### config.mk
export PLATFORM = sky130hd
export DESIGN_NAME = gearbox_upsizing_nx
export DESIGN_NICKNAME = d
export VERILOG_FILES = /design/src/rtl/gearbox_upsizing_nx.sv
export SDC_FILE = /design/constraint.sdc
export NUM_CORES = 1
export LEC_CHECK = 0
export CAP_MARGIN = 20
export CORE_ASPECT_RATIO = 1.4
export CORE_MARGIN = 2
export CORE_UTILIZATION = 51
export CTS_CLUSTER_DIAMETER = 40
export DETAILED_ROUTE_END_ITERATION = 8
export PLACE_DENSITY = 0.91
export SETUP_SLACK_MARGIN = 0.15
export SLEW_MARGIN = 20
export SYNTH_ARGS = -nofsm -noshare
export SYNTH_HDL_FRONTEND = slang
export SYNTH_SLANG_ARGS = --single-unit
### constraint.sdc
create_clock -name aclk -period 1.7 [get_ports aclk]
set_input_delay 0.34 -clock aclk [delete_from_list [all_inputs] [get_ports aclk]]
set_output_delay 0.34 -clock aclk [all_outputs]
set_load 0.02 [all_outputs]
### src/rtl/gearbox_upsizing_nx.sv
// AXI-Stream width upsizer: packs `ratio` narrow beats MSB-lane-first into one registered wide word.
// Optional early packet close on in_tlast with lane keep mask when GEARBOX_UPSIZE_TLAST_EN is defined.
module gearbox_upsizing_nx #(
    parameter int n     = 5,
    parameter int nb    = n * 8,
    parameter int ratio = 4
) (
    input  logic                  aclk,
    input  logic                  aresetn,
    input  logic [nb-1:0]         in_tdata,
    input  logic                  in_tvalid,
    output logic                  in_tready,
    input  logic                  in_tlast,
    output logic [nb*ratio-1:0]   out_tdata,
    output logic [ratio-1:0]      out_tkeep,
    output logic                  out_tvalid,
    input  logic                  out_tready,
    output logic                  out_tlast
);

    localparam int CW = (ratio > 2) ? $clog2(ratio) : 1;
    localparam int WW = nb * ratio;
    localparam logic [CW-1:0] LAST_CNT = CW'(ratio - 1);

    generate
        if (ratio < 2) begin : g_bad_ratio
            $error("gearbox_upsizing_nx: ratio must be >= 2");
        end
    endgenerate

    logic [CW-1:0]      cnt_r;
    logic [WW-nb-1:0]   acc_r;
    logic [WW-1:0]      beat_word_s;
    logic [WW-1:0]      word_s;
    logic [ratio-1:0]   keep_s;
    logic               in_tready_s;
    logic               in_hs_s;
    logic               out_hs_s;
    logic               close_s;
    logic               last_s;
    logic [WW-1:0]      out_tdata_r;
    logic [ratio-1:0]   out_tkeep_r;
    logic               out_tvalid_r;
    logic               out_tlast_r;

`ifdef GEARBOX_UPSIZE_TLAST_EN
    assign last_s      = in_tlast;
    // The closing beat can be any beat, so every beat waits for a free output slot.
    assign in_tready_s = ~out_tvalid_r | out_tready;
`else
    logic unused_tlast_s;
    assign unused_tlast_s = in_tlast;
    assign last_s      = 1'b0;
    // Only the word-closing beat needs the output register; earlier beats keep filling.
    assign in_tready_s = (cnt_r != LAST_CNT) | ~out_tvalid_r | out_tready;
`endif

    assign in_hs_s  = in_tvalid & in_tready_s;
    assign out_hs_s = out_tvalid_r & out_tready;
    assign close_s  = in_hs_s & ((cnt_r == LAST_CNT) | last_s);

    // Steer the current beat into lane ratio-1-cnt and build the keep mask for the closing word.
    always_comb begin
        beat_word_s = {WW{1'b0}};
        keep_s      = {ratio{1'b0}};
        for (int i = 0; i < ratio; i++) begin
            if (int'(cnt_r) == (ratio - 1 - i)) begin
                beat_word_s[i*nb +: nb] = in_tdata;
            end else begin
                beat_word_s[i*nb +: nb] = {nb{1'b0}};
            end
`ifdef GEARBOX_UPSIZE_TLAST_EN
            if (int'(cnt_r) >= (ratio - 1 - i)) begin
                keep_s[i] = 1'b1;
            end else begin
                keep_s[i] = 1'b0;
            end
`else
            keep_s[i] = 1'b1;
`endif
        end
        word_s = {acc_r, {nb{1'b0}}} | beat_word_s;
    end

    // Beat counter and accumulator for lanes ratio-1..1.
    always_ff @(posedge aclk) begin
        if (!aresetn) begin
            cnt_r <= {CW{1'b0}};
            acc_r <= {(WW-nb){1'b0}};
        end else if (close_s) begin
            cnt_r <= {CW{1'b0}};
            acc_r <= {(WW-nb){1'b0}};
        end else if (in_hs_s) begin
            cnt_r <= cnt_r + CW'(1);
            acc_r <= acc_r | beat_word_s[WW-1:nb];
        end else begin
            cnt_r <= cnt_r;
            acc_r <= acc_r;
        end
    end

    // Output register: a closing word wins over a handshake so there is no bubble.
    always_ff @(posedge aclk) begin
        if (!aresetn) begin
            out_tdata_r  <= {WW{1'b0}};
            out_tkeep_r  <= {ratio{1'b0}};
            out_tvalid_r <= 1'b0;
            out_tlast_r  <= 1'b0;
        end else if (close_s) begin
            out_tdata_r  <= word_s;
            out_tkeep_r  <= keep_s;
            out_tvalid_r <= 1'b1;
            out_tlast_r  <= last_s;
        end else if (out_hs_s) begin
            out_tvalid_r <= 1'b0;
        end else begin
            out_tvalid_r <= out_tvalid_r;
        end
    end

    assign in_tready  = in_tready_s;
    assign out_tdata  = out_tdata_r;
    assign out_tkeep  = out_tkeep_r;
    assign out_tvalid = out_tvalid_r;
    assign out_tlast  = out_tlast_r;

endmodule

==> results.json <==
{
  "avgRoutedWirePerCell_um": 36.5,
  "firstDrtPassIters": 6,
  "max_slew.worst_pin.slew_ns": 1.02,
  "max-vdd-ir-drop_mv": 0.883,
  "path_clk_slew_ns": 0.07,
  "htree_levels": 1,
  "p_int_mw": 11.3,
  "arrival_ns": 2.64,
  "grt_pass1_wl_um": 62200,
  "synth_cell_types": 26,
  "grt_max_degree": 65,
  "layout.nets": 1444,
  "path_cells": "ha_4 > buf_4 > buf_6 > and2_4 > buf_6 > buf_12 > clkbuf_16 > a21oi_2 > a211oi_1",
  "insertion_delay_ns": 0.57,
  "fin_cells": 1670,
  "status": "finished with violations",
  "hold_path_class": "reg2reg",
  "period_minus_slack_ns": 2.27,
  "post-dp-hpwl_um": 19900,
  "dieArea_um2": 21900,
  "p_per_area_nw_per_um2": 879,
  "fillCellCount": 719,
  "routed-via-count": 13070,
  "seqPwrFrac_pct": 44.3,
  "swShare_pct": 28.9,
  "antennaDiodeCount": 0,
  "worstPathRequired_ns": 2.07,
  "cp_slowest_stage_delay_ns": 0.66,
  "dp.cells": 1543,
  "io_pins": 212,
  "die_w_um": 126,
  "hold_viol": 0,
  "cts_buffers": 27,
  "clock_skew_ns": 0.0280,
  "synthCells": 1167,
  "worstSetupPathType": "reg2reg",
  "worst_path_max_delay_cell": "a211oi_1",
  "fmax_mhz": 440,
  "final_common_cell": "dfxtp_1",
  "crit_start": "cnt_r[1]",
  "power.total_mw": 16.0,
  "period_share_pct": 134,
  "relSlewSlack_pct": 32.0,
  "start_util_pct": 51.7,
  "layout_common_cells": "dfxtp_1 (279), a21oi_1 (178), nor2_1 (108), a41oi_2 (79), a211oi_2 (73)",
  "row_count": 62,
  "track_usage_pct": 34.8,
  "drt-total-wl_um": 61000,
  "start_kind": "flip-flop",
  "power_leakage_nw": 6.23,
  "postSynthAreaPerCell_um2": 9.07,
  "rsz0062_at_grt": "true",
  "setup_viol": 241,
  "cts_sinks": 284,
  "tritoncts": "done",
  "gp_congestion": 0.814,
  "setup_ws_ns": -0.571,
  "port_buffers": 209,
  "drc_errors": 0,
  "p_sw_mw": 4.62,
  "synthToLayoutAreaGrowth_pct": 71.6,
  "cts.path.max_buffers": 3,
  "drv_cap": 0,
  "failed_checks": "setup timing",
  "min_from": "out_tdata[28]",
  "cp-end-kind": "flip-flop",
  "ant_nets": 0,
  "ys_ff_latch": 284,
  "core_um2": 20500,
  "critPathMaxFanout": 7,
  "crit_top_cell": "buf_6",
  "rr_startpoint": "cnt_r[1]",
  "fin_util_pct": 88.7,
  "drv_slew": 0,
  "yosys_warnings": 0,
  "pwr-share-comb_pct": 14.6,
  "die_h_um": 174,
  "antenna_found_initial": 3,
  "yosysSeqAreaShare_pct": 53.7,
  "grt_overflow": 0,
  "pwr-share-clk_pct": 41.1,
  "grt_pass1_vias": 11054,
  "syn_nets": 1216,
  "netlist_area_um2": 10600,
  "drive_above_1_share_pct": 39.9,
  "viasPerCell": 7.83,
  "dr.first_iter.drc_count": 2020,
  "clockRootBuffer": "clkbuf_16"
}
==> critical path, delay by kind of cell, from the launching register on <==
kind	cells	cell delay (ns)
DFF	1	0.37
AOI/OAI and AO/OA	2	0.73
buffers and inverters	5	0.65
adders and majority gates	1	0.14
and+or+nand+nor	1	0.20
==> synthesized netlist by cell type (all sizes together) <==
library cell	number	share of area, %
dfxtp	284	54
and2b	1	0.071
a31o	2	0.17
ha	4	0.47
buf	63	3.2
a31oi	39	2.3
nand3	40	1.9
and4b	1	0.095
nor2	121	4.3
nand3b	1	0.071
o21a	1	0.071
inv	3	0.11
nor4b	1	0.083
a211oi	120	8.5
a21oi	281	13
and2	2	0.12
nand2b	1	0.059
nand2	2	0.071
clkbuf	77	2.7
o21ai	41	1.9
conb	1	0.035
a41oi	81	6.7
==> state kept, by name, summed over array words and instances (netlist names) <==
| register | cells |
|---|---|
| out_tdata | 160 |
| acc_r | 120 |
| cnt_r | 2 |
| out_tkeep | 1 |
| out_tvalid | 1 |
==> timing repair <==
item | in CTS | in global routing
endpoints found under the setup margin | 390 | 369
hold buffers | 0 | 0
pin swaps | 72 | 213
cloned | 16 | 26
buffers inserted | 14 | 23
gates resized for setup | 478 | 348
==> stage by stage <==
step                      setup slack [ns]  hold slack (ns)  setup TNS, ns  cell area (um2)
after global routing                -0.604            0.491         -24.21            18200
final                               -0.571            0.481         -21.25            18200
after detailed placement            -0.267            0.454         -57.05            13100
after CTS                           -0.122            0.468          -2.10            15600
after floorplan                      0.159            0.438              0            10600
after global placement              -0.199            0.447         -43.30            13100
==> power by group through the flow <==
stage          Sequential, mW  Combinational, mW  Clock [mW]
2_1_floorplan            7.15              0.724           0
3_3_place_gp             7.10               1.33           0
3_5_place_dp             7.11               1.36           0
4_1_cts                  6.99               1.58        6.27
5_1_grt                  7.07               2.35        6.69
6_report                 7.07               2.33        6.56
==> per-layer routing <==
layer / GRT usage [%] / share of wire [%]
met2: 57.9 / 43
met5: 0 / 0.043
met3: 5.29 / 14
met4: 22.1 / 11
met1: 41.8 / 31
==> final timing paths <==
| path | to | slack (ns) | depth (start not counted) |
|---|---|---|---|
| worst max-delay path | out_tdata[131] | -0.57 | 9 |
| worst max register to register | out_tdata[131] | -0.57 | 9 |
| worst min-delay path | out_tdata[28] | 0.48 | 2 |
| worst min register to register | out_tdata[28] | 0.48 | 2 |
==> area by class of cell <==
type	instances	area, um2	share of cell area [%]
Clock buffer	37	763	4.20
Clock inverter	11	155	0.854
Inverter	3	17.5	0.0965
Multi-Input combinational cell	740	6880	37.9
Sequential cell	284	5700	31.4
Tap cell	256	320	1.76
Timing Repair Buffer	339	4320	23.8
==> cells by family (layout without fill, tap and decap cells) <==
logic type | Yosys count | count (layout) | synth area share [%]
AOI/OAI and AO/OA | 565 | 565 | 33.0
adders and majority gates | 4 | 4 | 0.473
buffers and inverters | 143 | 390 | 6.03
DFF | 284 | 284 | 53.7
other | 1 | 1 | 0.0354
and+or+nand+nor | 170 | 170 | 6.75
No activity file was read; power rests on OpenSTA's default activity.
